[src/rtl/ctrl_decode_pipe_pkg.sv]
// Shared definitions for the registered decode stage: opcode and ALU encodings,
// the control-word bundle and the fixed NOP / illegal words.
package ctrl_pkg;

    localparam int OPC_W    = 4;
    localparam int FN_W     = 2;
    localparam int CW_ALU_W = 3;

    localparam logic [OPC_W-1:0] OP_SUM  = 4'b0000;
    localparam logic [OPC_W-1:0] OP_SUMI = 4'b0001;
    localparam logic [OPC_W-1:0] OP_RES  = 4'b0010;
    localparam logic [OPC_W-1:0] OP_RESI = 4'b0011;
    localparam logic [OPC_W-1:0] OP_MUL  = 4'b0100;
    localparam logic [OPC_W-1:0] OP_AND  = 4'b0101;
    localparam logic [OPC_W-1:0] OP_OR   = 4'b0110;
    localparam logic [OPC_W-1:0] OP_MOV  = 4'b0111;
    localparam logic [OPC_W-1:0] OP_COMP = 4'b1000;
    localparam logic [OPC_W-1:0] OP_STO  = 4'b1001;
    localparam logic [OPC_W-1:0] OP_VECH = 4'b1010;
    localparam logic [OPC_W-1:0] OP_OBT  = 4'b1011;
    localparam logic [OPC_W-1:0] OP_CAR  = 4'b1100;
    localparam logic [OPC_W-1:0] OP_CARI = 4'b1110;
    localparam logic [OPC_W-1:0] OP_ALMB = 4'b1111;

    localparam logic [FN_W-1:0] F_IMM = 2'b01;
    localparam logic [FN_W-1:0] F_NOP = 2'b11;

    localparam logic [CW_ALU_W-1:0] ALU_ADD  = 3'b000;
    localparam logic [CW_ALU_W-1:0] ALU_SUB  = 3'b001;
    localparam logic [CW_ALU_W-1:0] ALU_MUL  = 3'b010;
    localparam logic [CW_ALU_W-1:0] ALU_AND  = 3'b011;
    localparam logic [CW_ALU_W-1:0] ALU_OR   = 3'b100;
    localparam logic [CW_ALU_W-1:0] ALU_PASS = 3'b101;

    typedef struct packed {
        logic                sel_a;
        logic                sel_b;
        logic                sel_ext;
        logic                sel_res;
        logic                sel_dat;
        logic                sel_c;
        logic [1:0]          selop_a;
        logic [1:0]          selop_b;
        logic [CW_ALU_W-1:0] alu_ctrl;
        logic                we_mem;
        logic                we_c_aux;
        logic                we_v;
        logic                compara;
        logic                suma_resta;
        logic                salto;
        logic                prohib;
    } ctrl_word_t;

    localparam ctrl_word_t CW_NOP     = '0;
    localparam ctrl_word_t CW_ILLEGAL = '{prohib: 1'b1, default: '0};

    // Loads are the only instructions whose result arrives late (load-use hazard source).
    function automatic logic is_load(input logic [OPC_W-1:0] op);
        return (op == OP_OBT) || (op == OP_CAR) || (op == OP_CARI);
    endfunction

endpackage

[src/rtl/ctrl_decode.sv]
// Purely combinational OPCODE/F to control-word decoder with illegal-opcode flag.
module ctrl_decode
    import ctrl_pkg::*;
(
    input  logic [OPC_W-1:0] opcode,
    input  logic [FN_W-1:0]  f,
    output ctrl_word_t       word,
    output logic             illegal
);

    ctrl_word_t word_s;
    logic       illegal_s;

    // Decode table; NOP (SUM with F=11) yields the all-zero word, undefined opcodes the prohibit word.
    always_comb begin
        word_s    = CW_NOP;
        illegal_s = 1'b0;
        if ((opcode == OP_SUM) && (f == F_NOP)) begin
            word_s = CW_NOP;
        end else begin
            case (opcode)
                OP_SUM, OP_SUMI: begin
                    word_s.alu_ctrl = ALU_ADD;
                    word_s.we_v     = 1'b1;
                end
                OP_RES, OP_RESI: begin
                    word_s.alu_ctrl   = ALU_SUB;
                    word_s.suma_resta = 1'b1;
                    word_s.we_v       = 1'b1;
                end
                OP_MUL: begin
                    word_s.alu_ctrl = ALU_MUL;
                    word_s.sel_res  = 1'b1;
                    word_s.we_v     = 1'b1;
                end
                OP_AND: begin
                    word_s.alu_ctrl = ALU_AND;
                    word_s.we_v     = 1'b1;
                end
                OP_OR: begin
                    word_s.alu_ctrl = ALU_OR;
                    word_s.we_v     = 1'b1;
                end
                OP_MOV: begin
                    word_s.alu_ctrl = ALU_PASS;
                    word_s.selop_a  = 2'b10;
                    word_s.we_v     = 1'b1;
                end
                OP_COMP: begin
                    word_s.alu_ctrl   = ALU_SUB;
                    word_s.suma_resta = 1'b1;
                    word_s.compara    = 1'b1;
                    word_s.we_c_aux   = 1'b1;
                end
                OP_STO: begin
                    word_s.we_mem = 1'b1;
                    word_s.sel_a  = 1'b1;
                    word_s.sel_b  = 1'b1;
                end
                OP_VECH: begin
                    word_s.salto   = 1'b1;
                    word_s.selop_a = 2'b01;
                end
                OP_OBT, OP_CAR: begin
                    word_s.sel_dat = 1'b1;
                    word_s.sel_a   = 1'b1;
                    word_s.we_v    = 1'b1;
                end
                OP_CARI: begin
                    word_s.sel_dat = 1'b1;
                    word_s.sel_a   = 1'b1;
                    word_s.sel_c   = 1'b1;
                    word_s.we_v    = 1'b1;
                end
                OP_ALMB: begin
                    word_s.we_mem = 1'b1;
                    word_s.sel_a  = 1'b1;
                    word_s.sel_b  = 1'b1;
                    word_s.sel_c  = 1'b1;
                end
                default: begin
                    word_s    = CW_ILLEGAL;
                    illegal_s = 1'b1;
                end
            endcase
            if (!illegal_s) begin
                word_s.sel_ext = (f == F_IMM);
                word_s.selop_b = (f == F_IMM) ? 2'b01 : 2'b00;
            end else begin
                word_s.sel_ext = 1'b0;
                word_s.selop_b = 2'b00;
            end
        end
    end

    assign word    = word_s;
    assign illegal = illegal_s;

endmodule

[src/rtl/ctrl_decode_pipe.sv]
// Registered decode stage between fetch and execute: valid/ready handshake,
// MUL occupancy stall, load-use bubble, branch flush and output register.
module ctrl_decode_pipe
    import ctrl_pkg::*;
#(
    parameter int OP_W    = 4,
    parameter int F_W     = 2,
    parameter int ALU_W   = 3,
    parameter int RA_W    = 4,
    parameter int MUL_LAT = 3
) (
    input  logic             CLK,
    input  logic             RST_N,
    input  logic             IN_VALID,
    output logic             IN_READY,
    input  logic [OP_W-1:0]  OPCODE,
    input  logic [F_W-1:0]   F,
    input  logic [RA_W-1:0]  RD,
    input  logic [RA_W-1:0]  RS1,
    input  logic [RA_W-1:0]  RS2,
    input  logic             FLUSH,
    output logic             OUT_VALID,
    input  logic             OUT_READY,
    output logic [RA_W-1:0]  RD_Q,
    output logic             SEL_A,
    output logic             SEL_B,
    output logic             SEL_EXT,
    output logic             SEL_RES,
    output logic             SEL_DAT,
    output logic             SEL_C,
    output logic [1:0]       SELOP_A,
    output logic [1:0]       SELOP_B,
    output logic [ALU_W-1:0] ALU_CTRL,
    output logic             WE_MEM,
    output logic             WE_C_AUX,
    output logic             WE_V,
    output logic             COMPARA,
    output logic             SUMA_RESTA,
    output logic             SALTO,
    output logic             PROHIB,
    output logic             ILLEGAL,
    output logic             MUL_BUSY
);

    localparam int CNT_W = (MUL_LAT > 1) ? $clog2(MUL_LAT) : 1;

    logic [OPC_W-1:0] op_s;
    logic [FN_W-1:0]  f_s;
    ctrl_word_t       dec_word_s;
    logic             dec_illegal_s;
    logic             mul_busy_s;
    logic             hz_stall_s;
    logic             in_ready_s;
    logic             accept_s;

    ctrl_word_t       word_r;
    logic [RA_W-1:0]  rd_r;
    logic             illegal_r;
    logic             out_valid_r;
    logic [CNT_W-1:0] mul_cnt_r;
    logic             ld_flag_r;
    logic [RA_W-1:0]  ld_rd_r;

    assign op_s = OPC_W'(OPCODE);
    assign f_s  = FN_W'(F);

    ctrl_decode u_decode (
        .opcode  (op_s),
        .f       (f_s),
        .word    (dec_word_s),
        .illegal (dec_illegal_s)
    );

    assign mul_busy_s = (mul_cnt_r != {CNT_W{1'b0}});
    assign hz_stall_s = ld_flag_r & IN_VALID & (ld_rd_r != {RA_W{1'b0}}) &
                        ((RS1 == ld_rd_r) | (RS2 == ld_rd_r));
    assign in_ready_s = RST_N & ~FLUSH & ~mul_busy_s & ~hz_stall_s & (~out_valid_r | OUT_READY);
    assign accept_s   = IN_VALID & in_ready_s;

    // Output register: load on accept, drop valid when consumed, flush kills the held word.
    always_ff @(posedge CLK or negedge RST_N) begin
        if (!RST_N) begin
            word_r      <= CW_NOP;
            rd_r        <= {RA_W{1'b0}};
            illegal_r   <= 1'b0;
            out_valid_r <= 1'b0;
        end else if (FLUSH) begin
            out_valid_r <= 1'b0;
        end else if (accept_s) begin
            word_r      <= dec_word_s;
            rd_r        <= RD;
            illegal_r   <= dec_illegal_s;
            out_valid_r <= 1'b1;
        end else if (OUT_READY) begin
            out_valid_r <= 1'b0;
        end else begin
            out_valid_r <= out_valid_r;
        end
    end

    // MUL occupancy: blocks fetch for MUL_LAT-1 cycles after a MUL is accepted.
    always_ff @(posedge CLK or negedge RST_N) begin
        if (!RST_N) begin
            mul_cnt_r <= {CNT_W{1'b0}};
        end else if (FLUSH) begin
            mul_cnt_r <= {CNT_W{1'b0}};
        end else if (accept_s && (op_s == OP_MUL)) begin
            mul_cnt_r <= CNT_W'(MUL_LAT - 1);
        end else if (mul_busy_s) begin
            mul_cnt_r <= mul_cnt_r - {{(CNT_W-1){1'b0}}, 1'b1};
        end else begin
            mul_cnt_r <= mul_cnt_r;
        end
    end

    // Load-use tracker: remembers a just-accepted load's destination for one cycle only.
    always_ff @(posedge CLK or negedge RST_N) begin
        if (!RST_N) begin
            ld_flag_r <= 1'b0;
            ld_rd_r   <= {RA_W{1'b0}};
        end else if (FLUSH) begin
            ld_flag_r <= 1'b0;
        end else if (accept_s) begin
            ld_flag_r <= is_load(op_s);
            ld_rd_r   <= RD;
        end else begin
            ld_flag_r <= 1'b0;
        end
    end

    assign IN_READY   = in_ready_s;
    assign OUT_VALID  = out_valid_r;
    assign RD_Q       = rd_r;
    assign ILLEGAL    = illegal_r;
    assign MUL_BUSY   = mul_busy_s;
    assign SEL_A      = word_r.sel_a;
    assign SEL_B      = word_r.sel_b;
    assign SEL_EXT    = word_r.sel_ext;
    assign SEL_RES    = word_r.sel_res;
    assign SEL_DAT    = word_r.sel_dat;
    assign SEL_C      = word_r.sel_c;
    assign SELOP_A    = word_r.selop_a;
    assign SELOP_B    = word_r.selop_b;
    assign ALU_CTRL   = ALU_W'(word_r.alu_ctrl);
    assign WE_MEM     = word_r.we_mem;
    assign WE_C_AUX   = word_r.we_c_aux;
    assign WE_V       = word_r.we_v;
    assign COMPARA    = word_r.compara;
    assign SUMA_RESTA = word_r.suma_resta;
    assign SALTO      = word_r.salto;
    assign PROHIB     = word_r.prohib;

endmodule
[config.mk]
export PLATFORM = sky130hd
export DESIGN_NAME = ctrl_decode_pipe
export DESIGN_NICKNAME = d
export VERILOG_FILES = /design/src/rtl/ctrl_decode_pipe_pkg.sv /design/src/rtl/ctrl_decode.sv /design/src/rtl/ctrl_decode_pipe.sv
export SDC_FILE = /design/constraint.sdc
export NUM_CORES = 1
export LEC_CHECK = 0
export ABC_AREA = 1
export CORE_ASPECT_RATIO = 1.1
export CORE_MARGIN = 2
export CORE_UTILIZATION = 43
export DETAILED_ROUTE_END_ITERATION = 7
export PLACE_DENSITY = 0.79
export SETUP_SLACK_MARGIN = 0.1
export SLEW_MARGIN = 0
export SYNTH_ARGS = -nofsm -noshare
export SYNTH_HDL_FRONTEND = slang
export SYNTH_SLANG_ARGS = --single-unit
[constraint.sdc]
create_clock -name CLK -period 1.6 [get_ports CLK]
set_input_delay 0.48 -clock CLK [delete_from_list [all_inputs] [get_ports CLK]]
set_output_delay 0.48 -clock CLK [all_outputs]
set_load 0.01 [all_outputs]
Word-level counts from Yosys, hierarchy flattened
Cells that the tools add are included.
{ "totals": {"ff_bits": 29, "in_bits": 23, "out_inout_bits": 28, "wordCells": 97} }
{ "classes": {"n_addsub": 1, "n_eq_ne": 18, "mux": 26, "n_bitwise": 14, "n_reduce_logical": 17} }
{ "op_table": {"columns": ["op", "count"], "rows": [
  ["$eq 4x4->1 const B", 7],
  ["$mux 20", 1],
  ["$mux 1", 19],
  ["$eq 4x3->1 const B", 4],
  ["$pmux 3 s5", 1],
  ["$reduce_or 15->1", 1],
  ["$reduce_or 11->1", 1],
  ["$and 1x1->1", 8],
  ["$eq 4x2->1 const B", 2],
  ["$eq 4x4->1", 2],
  ["$mux 2", 4],
  ["$reduce_bool 3->1", 2],
  ["$reduce_or 3->1", 2],
  ["$reduce_or 5->1", 1],
  ["$eq 4x1->1 const B", 1],
  ["$logic_not 4->1", 1],
  ["$not 1->1", 4],
  ["$pmux 2 s2", 1],
  ["$reduce_bool 4->1", 1],
  ["$reduce_or 2->1", 2],
  ["$eq 2x1->1 const B", 1],
  ["$eq 2x2->1 const B", 1],
  ["$logic_and 1x1->1", 2],
  ["$logic_or 1x1->1", 2],
  ["other kinds (4)", 5]
]} }

Logic depth before layout (Yosys ltp)
{ "depth": {"ltp_word": 10, "ltp_mapped": 12, "ltp_nobuf": 12} }

Cells and area by module
From an unflattened synthesis, not the netlist that was laid out.
{ "unflattened": {"cells_unflattened": 242, "hier_area_um2": 1677.9} }
{ "by_module_without_submodules": {"columns": ["mod", "instances", "cells_per_inst", "area_each_um2", "seq_area_each_um2"], "rows": [
  ["ctrl_decode_pipe", 1, 189, 1437.6, 725.7],
  ["ctrl_decode", 1, 53, 240.2, 0.0]
]} }

Worst setup path before layout
Ideal clock, no wire load.
{ "synth_path": {"path_type": "flip-flop to output port", "from": "register mul_cnt_r[0]", "to": "output IN_READY", "t_arrival_ns": 1.303, "t_required_ns": 1.120, "path_slack_ns": -0.183, "stages_incl_launch_ff": 8, "n_path_buf": 0, "path_cell_list": "dfrtp_1 -> inv_1 -> ha_1 -> inv_1 -> nor2_1 -> nand2_1 -> nor2_2 -> a21boi_0"} }
{ "synth_between": {"elab_chain_len": 5} }
{ "synth_lines": {"columns": ["item", "line_no", "source"], "rows": [
  ["start, declared", "ctrl_decode_pipe.sv:60", "logic [CNT_W-1:0] mul_cnt_r;"],
  ["start signal, assigned", "ctrl_decode_pipe.sv:104", "mul_cnt_r <= {CNT_W{1'b0}};"],
  ["start signal, assigned", "ctrl_decode_pipe.sv:106", "mul_cnt_r <= {CNT_W{1'b0}};"],
  ["start signal, assigned", "ctrl_decode_pipe.sv:108", "mul_cnt_r <= CNT_W'(MUL_LAT - 1);"],
  ["$reduce_bool 2->1", "ctrl_decode_pipe.sv:74", "assign mul_busy_s = (mul_cnt_r != {CNT_W{1'b0}});"],
  ["net MUL_BUSY", "ctrl_decode_pipe.sv:42", "output logic MUL_BUSY"],
  ["$not 1->1", "ctrl_decode_pipe.sv:77", "assign in_ready_s = RST_N & ~FLUSH & ~mul_busy_s & ~hz_stall_s & (~out_valid_r | OUT_READY);"],
  ["$and 1x1->1 (3 in a row)", "ctrl_decode_pipe.sv:77", null],
  ["end, declared", "ctrl_decode_pipe.sv:15", "output logic IN_READY,"]
]} }
The timed path passes the listed nets, and every way through them passes these cells.

Final worst setup path
{ "layout_path": {"from": "register mul_cnt_r[0]", "to": "output IN_READY"} }
{ "layout_between": {"elab_chain_len": 5} }
{ "layout_lines": {"columns": ["item", "line_no"], "rows": [
  ["$reduce_bool 2->1", "ctrl_decode_pipe.sv:74"],
  ["$not 1->1", "ctrl_decode_pipe.sv:77"],
  ["$and 1x1->1 (3 in a row)", "ctrl_decode_pipe.sv:77"]
]} }
No other way between the ends.

==> impl_metrics.ini <==
[run_status]
violations = setup timing
outcome = finished with violations

[logic_synthesis]
ys_top_cells_by_count = 75 x nand2_1, 24 x dfrtp_1, 22 x inv_1, 13 x nor2_1, 8 x o21ai_0
yosysMostFrequentCell = nand2_1
yosysWarnings = 0
synth_area_leaders = dfrtp_1 46%, nand2_1 21%, inv_1 6.3%, buf_4 4.0%, nor2_1 3.7%
synth_edf_count = 0
yosysTopAreaCell = dfrtp_1
synth_nets = 203
synthCells = 179
synth_top_area_share_pct = 45.8
synth-seq-area-share_pct = 45.8
syn-cell-area_sq_um = 1310
async_reset_ff_share_pct = 100
netlist-cell-type-count = 23
ys_seq_elements = 24
synth_flop_cell = dfrtp_1
avgSynthCellArea_sq_um = 7.33

[power]
power.density_nw_per_um2 = 1340
vdd_drop_max_mv = 1.12
leakage_nw = 1.28

[clock_network]
cts_max_level = 1
ctsHoldBuffers = 0
cts_buffer_depth = 2
clockRootBuffer = clkbuf_4
cts_made_buffers = 3
cts_tree = built
clock_latency_ns = 0.32
clk_pin_slew_ns = 0.14
clock_sinks = 24

[global_route]
grt_overflow_total = 0
grt_pass1_wl_microns = 5440
grt_max_degree = 25
grt_pass1_vias = 1281
antenna_found_initial = 0
track_usage_pct = 20.0

[worst_hold_path]
hold_end = SELOP_A[0]$_DFFE_PN0P_
min_from = SELOP_A[0]$_DFFE_PN0P_
hp-class = reg -> reg
hold_depth = 2

[place]
place.gp.congestion = 0.842
hpwl_microns = 2320
portBuffers = 49
pre_cts_slack_ns = -0.832

[sta]
fin_ws_ns = -0.425
grt_setup_unrepaired = true
fin_tns_setup_ns = -1.40
worst_clock_skew_ns = 0.0129
timing.final.max_slew_violations = 0
finalHoldViolCount = 0
timing.final.crit_period_ns = 2.03
fin_crit_sh_pct = 127
finalSetupViolations = 21
fmax_mhz = 494
worst_hold_slack_ns = 0.498

[route]
wire_per_inst_microns = 12.8
wl_met2_microns = 1980
antenna_left = 0
routed_wl_microns = 3870
vias = 1487
wl_met1_microns = 1550
top_layer_used = met4
vias_per_cell = 4.92
firstDrtPassIters = 4
drtIter0Drc = 83
wl_met3_microns = 288
drc_errors = 0

[setup_path]
r2r_end = ld_rd_r[2]$_DFFE_PN0P_
cp-start-kind = flop
required_ns = 1.12
endpoint_kind = output port
path_class = reg -> out
regToRegSetupSlack_ns = -0.09
arrival_ns = 1.55
worstRegToRegCells = 13
path_max_fanout = 2
r2r-start = ld_rd_r[2]$_DFFE_PN0P_

[layout]
area_delta_synth_final_pct = 76.8
fin_nets = 293
n_fill_cell = 200
drive_gt1_share_pct = 40.3
num_antenna_cells = 0

[floorplan]
pin_count = 51
chipHeight_microns = 61.9
start_util_pct = 44.2
die_area_sq_um = 3510
rows = 21
die_w_microns = 56.7
core-area_sq_um = 2970

[run]
maxCapViolCount = 0
## cells by family (layout without fill, tap and decap cells)
family | count (synthesis) | after routing | synth area share [%]
AND/OR/NAND/NOR | 101 | 101 | 32.0
buffers and inverters | 35 | 124 | 12.8
flip-flops | 24 | 24 | 45.8
AO/OA/AOI/OAI | 17 | 17 | 8.20
adder cells (fa/ha/maj) | 1 | 1 | 0.953
other | 1 | 1 | 0.286
## how the worst max path moves through the flow
stage / from / end / slack, ns
final: mul_cnt_r[0]$_DFFE_PN0P_ / IN_READY / -0.43
after global routing: mul_cnt_r[1]$_DFFE_PN0P_ / IN_READY / -0.49
after CTS: mul_cnt_r[0]$_DFFE_PN0P_ / IN_READY / -0.45
after detailed placement: FLUSH / IN_READY / -0.83
after global placement: RS1[1] / IN_READY / -0.82
after floorplan: mul_cnt_r[0]$_DFFE_PN0P_ / IN_READY / -0.04
## worst max-delay path, stage by stage (launching register included)
cell      delay, ns
dfrtp_1        0.43
inv_2          0.08
ha_4           0.13
inv_4          0.04
nor2_4         0.09
nand2_2        0.07
nor2_4         0.08
a21boi_4       0.16
buf_2          0.13
## power breakdown
group          leakage, nW  total (mW)  internal, mW  switching, mW
clock network       0.0279       0.442         0.254          0.188
logic                0.936        1.69         0.893          0.800
registers            0.315       0.973         0.804          0.170
## routing by layer
| metal | vias up | GRT usage, % |
|---|---|---|
| li1 | 723 | - |
| met1 | 699 | 26.6 |
| met2 | 61 | 33.6 |
| met3 | 4 | 2.90 |
| met4 | 0 | 7.48 |
| met5 | - | 0 |
## through the flow
stage	utilization [%]	cells	instance area, sq um	total power, mW
2_1_floorplan	-	179	1330	1.58
3_3_place_gp	66.9	279	1990	2.30
3_5_place_dp	66.9	279	1990	2.34
4_1_cts	72.7	294	2160	2.89
5_1_grt	78.2	302	2320	3.31
6_report	78.2	302	2320	3.11
## area by class of cell
class / count / area [sq um] / area share (%)
clock inverter: 1 / 30.0 / 1.29
multi-input combinational: 120 / 718 / 30.9
tap: 34 / 42.5 / 1.83
timing repair inverter: 1 / 11.3 / 0.485
timing repair buffer: 92 / 783 / 33.7
inverter: 27 / 111 / 4.80
clock buffer: 3 / 22.5 / 0.970
sequential: 24 / 602 / 25.9
## what timing repair did
item,in CTS,in global routing
setup buffers,8,10
gates resized for setup,82,63
cloned,3,0
pin swaps,6,13
setup endpoints to repair,51,46
## cells in the final DEF (no fill, tap or decap), types with 3 or more instances in the layout
| master | n |
|---|---|
| nand2_1 | 57 |
| buf_4 | 35 |
| dfrtp_1 | 23 |
| inv_1 | 17 |
| nand2_2 | 16 |
| clkdlybuf4s15_1 | 15 |
| clkdlybuf4s50_1 | 14 |
| nor2_1 | 12 |
| inv_2 | 8 |
| buf_6 | 8 |
| dlygate4sd2_1 | 8 |
| clkbuf_2 | 8 |
| o21ai_2 | 5 |
| o21ai_0 | 4 |
| nand2_4 | 3 |
| nand3_1 | 3 |
| o21ai_1 | 3 |
| clkbuf_4 | 3 |
| buf_2 | 3 |
## state kept, by name, summed over array words and instances, names as in the netlist
| register | count |
|---|---|
| SALTO | 1 |
| WE_V | 1 |
| PROHIB | 1 |
| SEL_RES | 1 |
| SELOP_B | 1 |
| SEL_C | 1 |
| SEL_B | 1 |
| SEL_DAT | 1 |
| SELOP_A | 2 |
| SUMA_RESTA | 1 |
| ld_rd_r | 4 |
| OUT_VALID | 1 |
| mul_cnt_r | 2 |
| SEL_A | 1 |
| ld_flag_r | 1 |
| WE_C_AUX | 1 |
| ALU_CTRL | 3 |
No activity file was read; power rests on OpenSTA's default activity.
